--- src/rtl/ram_to_axis_reader_pkg.sv ---
// ram_to_axis_reader_pkg
// Shared types and helpers for the RAM-to-stream reader.
//   state_e  : reader FSM encoding, also exported on the debug state port
//   ceil_div : number of whole beats needed to carry a byte count
package ram_to_axis_reader_pkg;

  typedef enum logic [1:0] {
    ST_IDLE  = 2'd0,
    ST_READ  = 2'd1,
    ST_DRAIN = 2'd2,
    ST_DONE  = 2'd3
  } state_e;

  function automatic logic [31:0] ceil_div(input logic [31:0] len, input logic [31:0] bytes);
    return (len + bytes - 32'd1) / bytes;
  endfunction

endpackage

--- src/rtl/ram_to_axis_fifo.sv ---
// ram_to_axis_fifo
// Small synchronous FIFO holding read beats (data plus framing tags) until the
// stream consumer accepts them.
//   i_clk, i_rst (async, active-low)
//   i_push, i_data : write one entry (caller never pushes when full)
//   i_pop          : remove head entry (caller never pops when empty)
//   o_data         : head entry, o_count : occupancy, o_empty : no entries
module ram_to_axis_fifo #(
  parameter int WIDTH = 69,
  parameter int DEPTH = 4,
  localparam int PTR_BITS = $clog2(DEPTH),
  localparam int CNT_BITS = $clog2(DEPTH + 1)
) (
  input  logic                i_clk,
  input  logic                i_rst,
  input  logic                i_push,
  input  logic [WIDTH-1:0]    i_data,
  input  logic                i_pop,
  output logic [WIDTH-1:0]    o_data,
  output logic [CNT_BITS-1:0] o_count,
  output logic                o_empty
);

  logic [WIDTH-1:0]    mem_q [DEPTH];
  logic [WIDTH-1:0]    mem_d [DEPTH];
  logic [PTR_BITS-1:0] wr_ptr_q, wr_ptr_d;
  logic [PTR_BITS-1:0] rd_ptr_q, rd_ptr_d;
  logic [CNT_BITS-1:0] count_q, count_d;

  always_comb begin
    mem_d    = mem_q;
    wr_ptr_d = wr_ptr_q;
    rd_ptr_d = rd_ptr_q;
    count_d  = count_q;
    if (i_push) begin
      mem_d[wr_ptr_q] = i_data;
      wr_ptr_d        = wr_ptr_q + PTR_BITS'(1);
    end
    if (i_pop) begin
      rd_ptr_d = rd_ptr_q + PTR_BITS'(1);
    end
    // Push and pop together leave the occupancy unchanged.
    case ({i_push, i_pop})
      2'b10:   count_d = count_q + CNT_BITS'(1);
      2'b01:   count_d = count_q - CNT_BITS'(1);
      default: count_d = count_q;
    endcase
  end

  always_ff @(posedge i_clk or negedge i_rst) begin
    if (!i_rst) begin
      for (int i = 0; i < DEPTH; i++) mem_q[i] <= '0;
      wr_ptr_q <= '0;
      rd_ptr_q <= '0;
      count_q  <= '0;
    end else begin
      mem_q    <= mem_d;
      wr_ptr_q <= wr_ptr_d;
      rd_ptr_q <= rd_ptr_d;
      count_q  <= count_d;
    end
  end

  assign o_data  = mem_q[rd_ptr_q];
  assign o_count = count_q;
  assign o_empty = (count_q == '0);

endmodule

--- src/rtl/ram_to_axis_reader.sv ---
// ram_to_axis_reader
// On a command, reads ceil(i_len/DAT_BYTS) consecutive RAM words (address
// wrapping modulo RAM_DEPTH) and emits them as one framed stream packet.
//   i_clk, i_rst (async, active-low)
//   i_start/i_addr/i_len/i_ctl : command, accepted only while o_busy==0
//   o_busy, o_done             : command in progress / one-cycle completion pulse
//   o_state                    : FSM state for observation
//   o_ram_*/i_ram_q            : RAM read port, q valid RD_LAT cycles after en
//   o_axi_*/i_axi_rdy          : stream source
// Stream handshake: a beat transfers on a cycle where o_axi_val && i_axi_rdy;
// while o_axi_val is high and i_axi_rdy low every o_axi_* field is held, and
// o_axi_val never drops before the beat transfers.
module ram_to_axis_reader
  import ram_to_axis_reader_pkg::*;
#(
  parameter int DAT_BYTS   = 8,
  parameter int CTL_BITS   = 8,
  parameter int RAM_DEPTH  = 128,
  parameter int RD_LAT     = 2,
  parameter int LEN_BITS   = 16,
  parameter int FIFO_DEPTH = 4,
  localparam int DAT_BITS  = DAT_BYTS * 8,
  localparam int MOD_BITS  = $clog2(DAT_BYTS),
  localparam int ADDR_BITS = $clog2(RAM_DEPTH)
) (
  input  logic                 i_clk,
  input  logic                 i_rst,
  input  logic                 i_start,
  input  logic [ADDR_BITS-1:0] i_addr,
  input  logic [LEN_BITS-1:0]  i_len,
  input  logic [CTL_BITS-1:0]  i_ctl,
  output logic                 o_busy,
  output logic                 o_done,
  output logic [1:0]           o_state,
  output logic [ADDR_BITS-1:0] o_ram_a,
  output logic                 o_ram_en,
  output logic                 o_ram_re,
  output logic                 o_ram_we,
  output logic [DAT_BITS-1:0]  o_ram_d,
  input  logic [DAT_BITS-1:0]  i_ram_q,
  output logic                 o_axi_val,
  output logic                 o_axi_sop,
  output logic                 o_axi_eop,
  output logic                 o_axi_err,
  output logic [CTL_BITS-1:0]  o_axi_ctl,
  output logic [DAT_BITS-1:0]  o_axi_dat,
  output logic [MOD_BITS-1:0]  o_axi_mod,
  input  logic                 i_axi_rdy
);

  localparam int TAG_BITS = 2 + MOD_BITS;            // {sop, eop, mod}
  localparam int FIFO_W   = DAT_BITS + TAG_BITS;
  localparam int CNT_BITS = $clog2(FIFO_DEPTH + 1);

  state_e                state_q, state_d;
  logic [ADDR_BITS-1:0]  addr_q, addr_d;
  logic [LEN_BITS-1:0]   words_q, words_d;
  logic [LEN_BITS-1:0]   rd_idx_q, rd_idx_d;
  logic [CTL_BITS-1:0]   ctl_q, ctl_d;
  logic [MOD_BITS-1:0]   mod_q, mod_d;
  // Read-return pipeline: bit i set means a read issued i+1 cycles ago.
  logic [RD_LAT-1:0]     vld_q, vld_d;
  logic [TAG_BITS-1:0]   tag_q [RD_LAT];
  logic [TAG_BITS-1:0]   tag_d [RD_LAT];

  logic                  issue;
  logic                  is_last;
  logic [TAG_BITS-1:0]   issue_tag;
  logic [CNT_BITS-1:0]   in_flight;
  logic [CNT_BITS:0]     credit_used;
  logic                  credit_ok;
  logic                  fifo_push;
  logic                  fifo_pop;
  logic                  fifo_empty;
  logic                  fifo_val;
  logic [FIFO_W-1:0]     fifo_head;
  logic [CNT_BITS-1:0]   fifo_count;
  logic                  head_sop;
  logic                  head_eop;
  logic [MOD_BITS-1:0]   head_mod;
  logic [DAT_BITS-1:0]   head_dat;

  assign fifo_val = !fifo_empty;
  assign fifo_pop = fifo_val && i_axi_rdy;
  assign head_sop = fifo_head[FIFO_W-1];
  assign head_eop = fifo_head[FIFO_W-2];
  assign head_mod = fifo_head[FIFO_W-3 -: MOD_BITS];
  assign head_dat = fifo_head[DAT_BITS-1:0];

  // Credit: every read either still in the pipeline or already buffered owns
  // a FIFO slot, so a returning q always finds room.
  always_comb begin
    in_flight = '0;
    for (int i = 0; i < RD_LAT; i++) begin
      in_flight = in_flight + CNT_BITS'(vld_q[i]);
    end
    credit_used = {1'b0, in_flight} + {1'b0, fifo_count};
    credit_ok   = credit_used < (CNT_BITS + 1)'(FIFO_DEPTH);
  end

  assign is_last   = (rd_idx_q == words_q - LEN_BITS'(1));
  assign issue_tag = {(rd_idx_q == '0), is_last, (is_last ? mod_q : '0)};

  always_comb begin
    state_d  = state_q;
    addr_d   = addr_q;
    words_d  = words_q;
    rd_idx_d = rd_idx_q;
    ctl_d    = ctl_q;
    mod_d    = mod_q;
    issue    = 1'b0;
    case (state_q)
      ST_IDLE, ST_DONE: begin
        if (state_q == ST_DONE) state_d = ST_IDLE;
        if (i_start) begin
          addr_d   = i_addr;
          words_d  = LEN_BITS'(ceil_div(32'(i_len), 32'(DAT_BYTS)));
          mod_d    = MOD_BITS'(32'(i_len) % 32'(DAT_BYTS));
          ctl_d    = i_ctl;
          rd_idx_d = '0;
          state_d  = (i_len != '0) ? ST_READ : ST_DONE;
        end
      end
      ST_READ: begin
        if (credit_ok) begin
          issue    = 1'b1;
          addr_d   = (addr_q == ADDR_BITS'(RAM_DEPTH - 1)) ? '0 : addr_q + ADDR_BITS'(1);
          rd_idx_d = rd_idx_q + LEN_BITS'(1);
          if (is_last) state_d = ST_DRAIN;
        end
      end
      ST_DRAIN: begin
        if (fifo_pop && head_eop) state_d = ST_DONE;
      end
      default: state_d = ST_IDLE;
    endcase
  end

  always_comb begin
    vld_d[0] = issue;
    tag_d[0] = issue_tag;
    for (int i = 1; i < RD_LAT; i++) begin
      vld_d[i] = vld_q[i-1];
      tag_d[i] = tag_q[i-1];
    end
  end

  always_ff @(posedge i_clk or negedge i_rst) begin
    if (!i_rst) begin
      state_q  <= ST_IDLE;
      addr_q   <= '0;
      words_q  <= '0;
      rd_idx_q <= '0;
      ctl_q    <= '0;
      mod_q    <= '0;
      vld_q    <= '0;
      for (int i = 0; i < RD_LAT; i++) tag_q[i] <= '0;
    end else begin
      state_q  <= state_d;
      addr_q   <= addr_d;
      words_q  <= words_d;
      rd_idx_q <= rd_idx_d;
      ctl_q    <= ctl_d;
      mod_q    <= mod_d;
      vld_q    <= vld_d;
      for (int i = 0; i < RD_LAT; i++) tag_q[i] <= tag_d[i];
    end
  end

  // q is valid in the cycle the oldest pipeline stage is set.
  assign fifo_push = vld_q[RD_LAT-1];

  ram_to_axis_fifo #(
    .WIDTH (FIFO_W),
    .DEPTH (FIFO_DEPTH)
  ) u_fifo (
    .i_clk   (i_clk),
    .i_rst   (i_rst),
    .i_push  (fifo_push),
    .i_data  ({tag_q[RD_LAT-1], i_ram_q}),
    .i_pop   (fifo_pop),
    .o_data  (fifo_head),
    .o_count (fifo_count),
    .o_empty (fifo_empty)
  );

  assign o_busy  = (state_q == ST_READ) || (state_q == ST_DRAIN);
  assign o_done  = (state_q == ST_DONE);
  assign o_state = state_q;

  assign o_ram_a  = issue ? addr_q : '0;
  assign o_ram_en = issue;
  assign o_ram_re = issue;
  assign o_ram_we = 1'b0;
  assign o_ram_d  = '0;

  // Fields are forced to zero whenever no beat is offered.
  assign o_axi_val = fifo_val;
  assign o_axi_sop = fifo_val && head_sop;
  assign o_axi_eop = fifo_val && head_eop;
  assign o_axi_err = 1'b0;
  assign o_axi_mod = fifo_val ? head_mod : '0;
  assign o_axi_dat = fifo_val ? head_dat : '0;
  assign o_axi_ctl = fifo_val ? ctl_q : '0;

endmodule
--- config.mk ---
export PLATFORM = sky130hd
export DESIGN_NAME = ram_to_axis_reader
export DESIGN_NICKNAME = d
export VERILOG_FILES = /design/src/rtl/ram_to_axis_reader_pkg.sv /design/src/rtl/ram_to_axis_fifo.sv /design/src/rtl/ram_to_axis_reader.sv
export SDC_FILE = /design/constraint.sdc
export NUM_CORES = 1
export LEC_CHECK = 0
export CAP_MARGIN = 25
export CORE_ASPECT_RATIO = 1.4
export CORE_MARGIN = 2
export CORE_UTILIZATION = 45
export DETAILED_ROUTE_END_ITERATION = 10
export GPL_TIMING_DRIVEN = 0
export PLACE_DENSITY_LB_ADDON = 0.15
export SKIP_LAST_GASP = 1
export SYNTH_ARGS = -nofsm -noshare
export SYNTH_HDL_FRONTEND = slang
export SYNTH_HIERARCHICAL = 1
export SYNTH_SLANG_ARGS = --single-unit
--- constraint.sdc ---
create_clock -name i_clk -period 2.92 [get_ports i_clk]
set_clock_uncertainty 0.05 [all_clocks]
set_input_delay 0.876 -clock i_clk [delete_from_list [all_inputs] [get_ports i_clk]]
set_output_delay 0.876 -clock i_clk [all_outputs]
set_load 0.02 [all_outputs]
==> results of run 1 <==
## cell usage in the layout (no fill, tap or decap), drive strengths merged, types with 6 or more instances in the layout
cell type and n:
a21oi 15, buf 228, o21ai 32, nor2b 78, clkinv 13, ha 13, or3 6, mux4 69
clkbuf 87, nand3 19, nand2 46, nor2 29, xnor2 30, and3 14, nor4 13, xor2 19
dfrtp 345, dlygate4sd2 9, nor3 16, conb 66, clkdlybuf4s50 100, inv 22, mux2 288
## flip-flops by register name, summed over array words and instances (netlist names), 3 cells and up
register        count
mod_q               3
words_q            14
rd_idx_q           16
tag_q               5
addr_q              7
tag_d               5
u_fifo/o_count      3
u_fifo/mem_q      276
ctl_q               8
## cells by family (layout without fill, tap and decap cells)
logic type / after synthesis / in the layout / synth area share (%)
AO/OA/AOI/OAI: 62 / 62 / 2.11
XOR/XNOR: 49 / 49 / 2.52
adder cells (fa/ha/maj): 14 / 14 / 1.07
buffers and inverters: 159 / 461 / 5.99
flip-flops: 345 / 345 / 50.8
multiplexers: 361 / 361 / 29.5
other: 1 / 67 / 0.0220
AND/OR/NAND/NOR: 242 / 242 / 8.07
## where the power goes
group / switching, mW / leakage, nW / internal (mW)
clock: 1.91 / 0.613 / 2.77
sequential: 0.167 / 4.20 / 5.01
combinational: 2.92 / 5.26 / 3.46
## metal layers
metal	up-vias	wire [µm]	global-route usage [%]
met5	-	46	0
met4	6	602	4.71
met2	187	21000	36.3
met1	5528	16300	24.5
met3	40	1500	3.09
li1	4945	-	-
## final cells by class
type | count | area share, %
Clock inverter | 16 | 0.607
Clock buffer | 50 | 4.89
Antenna cell | 1 | 0.0114
Multi-Input combinational cell | 794 | 36.4
Buffer | 133 | 4.86
Sequential cell | 345 | 39.2
Timing Repair Buffer | 241 | 11.0
Inverter | 21 | 0.369
Tap cell | 473 | 2.68
## stage by stage
stage / total power [mW] / hold WS [ns]
floorplan: 8.31 / 0.281
global placement: 10.5 / 0.288
detailed placement: 10.5 / 0.286
CTS: 15.3 / 0.0830
global route: 17.0 / 0.0906
finish: 16.2 / 0.106
## how the worst max path moves through the flow
| stage | start | end | slack, ns | cells past startpoint |
|---|---|---|---|---|
| after CTS | u_fifo/rd_ptr_q[0] | o_axi_dat[45] | -0.30 | 5 |
| after detailed placement | u_fifo/o_count[0] | o_axi_dat[45] | -0.98 | 6 |
| after global placement | i_rst | u_fifo/mem_q[182] | -14.22 | 1 |
| final | u_fifo/rd_ptr_q[0] | o_axi_dat[13] | -0.19 | 6 |
| after global routing | u_fifo/rd_ptr_q[0] | o_axi_dat[17] | -0.26 | 6 |
| after floorplan | words_q[0] | o_state[0] | -0.02 | 12 |
## critical path, delay by kind of cell, from the launching register on
kind          cells  cell delay, ns
buf+inv           4            0.59
mux               1            0.48
flops             1            0.42
simple gates      1            0.17
## what timing repair did
| item | CTS | global route |
|---|---|---|
| setup buffers | 21 | 25 |
| hold buffers | 0 | 0 |
| pin swaps | 11 | 14 |
| resized for setup | 303 | 276 |
| setup endpoints to repair | 95 | 92 |
| gates cloned | 0 | 5 |
==> impl_metrics.py, run 1 <==
metrics = {
    "cts": {
        "clockBufferDepth": 3,
        "cts_root_buf": "clkbuf_16",
        "tritoncts": "done",
        "numCtsBuffers": 37,
        "clkTransAtPathRegs_ns": 0.06,
        "clk_latency_ns": 0.52,
        "htree_levels": 2,
        "clock_sinks": 345,
    },
    "sta": {
        "drv_slew": 0,
        "hold_viol": 0,
        "maxSlewHeadroom_pct": 57.4,
        "tightest_slew_ns": 0.639,
        "fmax_mhz": 321,
        "min_period_ns": 3.11,
        "rsz0062_at_grt": "true",
        "period_share_pct": 107,
        "fin_ws_ns": -0.194,
        "setup_viol": 74,
        "fin_setup_tns_ns": -7.77,
    },
    "worst_setup_path": {
        "r2r_start": "words_q[0]",
        "slowest_stage": "mux4_2",
        "cpPeakStageDelay_ns": 0.48,
        "r2r_slack_ns": 0,
        "critPathKind": "register to output port",
        "arrival_ns": 2.19,
        "path_common_cell": "buf_12",
        "cp_cell_sequence": "clkbuf_16 > buf_12 > buf_12 > mux4_2 > nor2b_2 > buf_6",
        "startpoint_type": "register",
        "ff2ff_path_depth": 11,
        "endpoint_kind": "output port",
        "required_ns": 1.99,
        "crit_path_max_fanout": 6,
        "r2r-end": "o_state[0]",
    },
    "global_route": {
        "antenna_found_initial": 3,
        "grt_pass1_wl_mm": 61.1,
        "grt_pass1_vias": 11100,
        "grt_max_degree": 123,
        "grt-ovfl-total": 0,
        "track_usage_pct": 19.8,
    },
    "synthesis": {
        "ys_warn_count": 6,
        "yosysSeqAreaShare_pct": 50.8,
        "synth_top_cell_by_area": "dfrtp_1",
        "ys_types": 52,
        "ys_async_sr_fraction_pct": 100,
        "syn_area_per_cell_um2": 13.8,
        "yosysMostFrequentCell": "dfrtp_1",
        "synth.area.top_cells": "dfrtp_1 51%, mux2_2 16%, mux4_2 8.3%",
        "syn_inst": 1233,
        "synthesis.area_um2": 17000,
        "synth_edf_count": 0,
        "synth_ff_type": "dfrtp_1",
        "yosys_register_bits": 345,
        "yosysTopAreaCellShare_pct": 50.8,
        "ys_top_cells_by_count": "345 x dfrtp_1, 247 x mux2_2, 78 x nor2b_1",
    },
    "floorplan": {
        "core.rowCount": 84,
        "core_area_um2": 37400,
        "die_w_um": 168,
        "start_util_pct": 45.5,
        "pin_count": 256,
        "die_area_um2": 39400,
        "die_h_um": 234,
    },
    "final_layout": {
        "register_area_um2": 8640,
        "fin_util_pct": 58.9,
        "nNetsFinal": 1686,
        "synthToLayoutAreaGrowth_pct": 29.6,
        "instances_no_fill": 2074,
        "drive_above_1_share_pct": 46.9,
        "multiInputGateArea_um2": 8020,
        "stdcell_area_um2": 22000,
        "fillCellCount": 3052,
    },
    "route": {
        "drtPass1Iterations": 4,
        "vias_per_cell": 5.16,
        "initialDrtViolationCount": 468,
        "ant_nets": 0,
        "vias": 10700,
        "route.detailed.drc": 0,
        "wl_mm": 39.4,
        "wl_per_cell_um": 19.0,
    },
    "placed_design": {
        "dp_hpwl_mm": 26.6,
        "pre_cts_slack_ns": -0.980,
        "dp_cells": 1964,
        "placedInstanceArea_um2": 19900,
        "gp_congestion": 0.786,
        "port_buffers": 189,
    },
    "flow_run": {
        "cap_violations": 0,
    },
    "power_and_ir_drop": {
        "max-vdd-ir-drop_mv": 0.487,
        "cellLeakagePower_nw": 10.1,
        "powerDensity_nw_per_um2": 736,
    },
    "hold_path": {
        "min_path_type": "input port to asynchronous set/reset pin",
    },
    "status": {
        "status": "complete, but fails checks",
        "violations": "negative setup slack",
    },
}
(Power assumes the default switching activity.)
==> inputs of run 2 (changes only) <==
--- a/config.mk
+++ b/config.mk
@@ -9,6 +9,7 @@
 export CORE_ASPECT_RATIO = 1.4
 export CORE_MARGIN = 2
 export CORE_UTILIZATION = 45
+export CTS_CLUSTER_SIZE = 40
 export DETAILED_ROUTE_END_ITERATION = 10
 export GPL_TIMING_DRIVEN = 0
 export PLACE_DENSITY_LB_ADDON = 0.15
==> results of run 2 <==
Same layout as run 1: the final DEF is identical, and so are final timing and power.
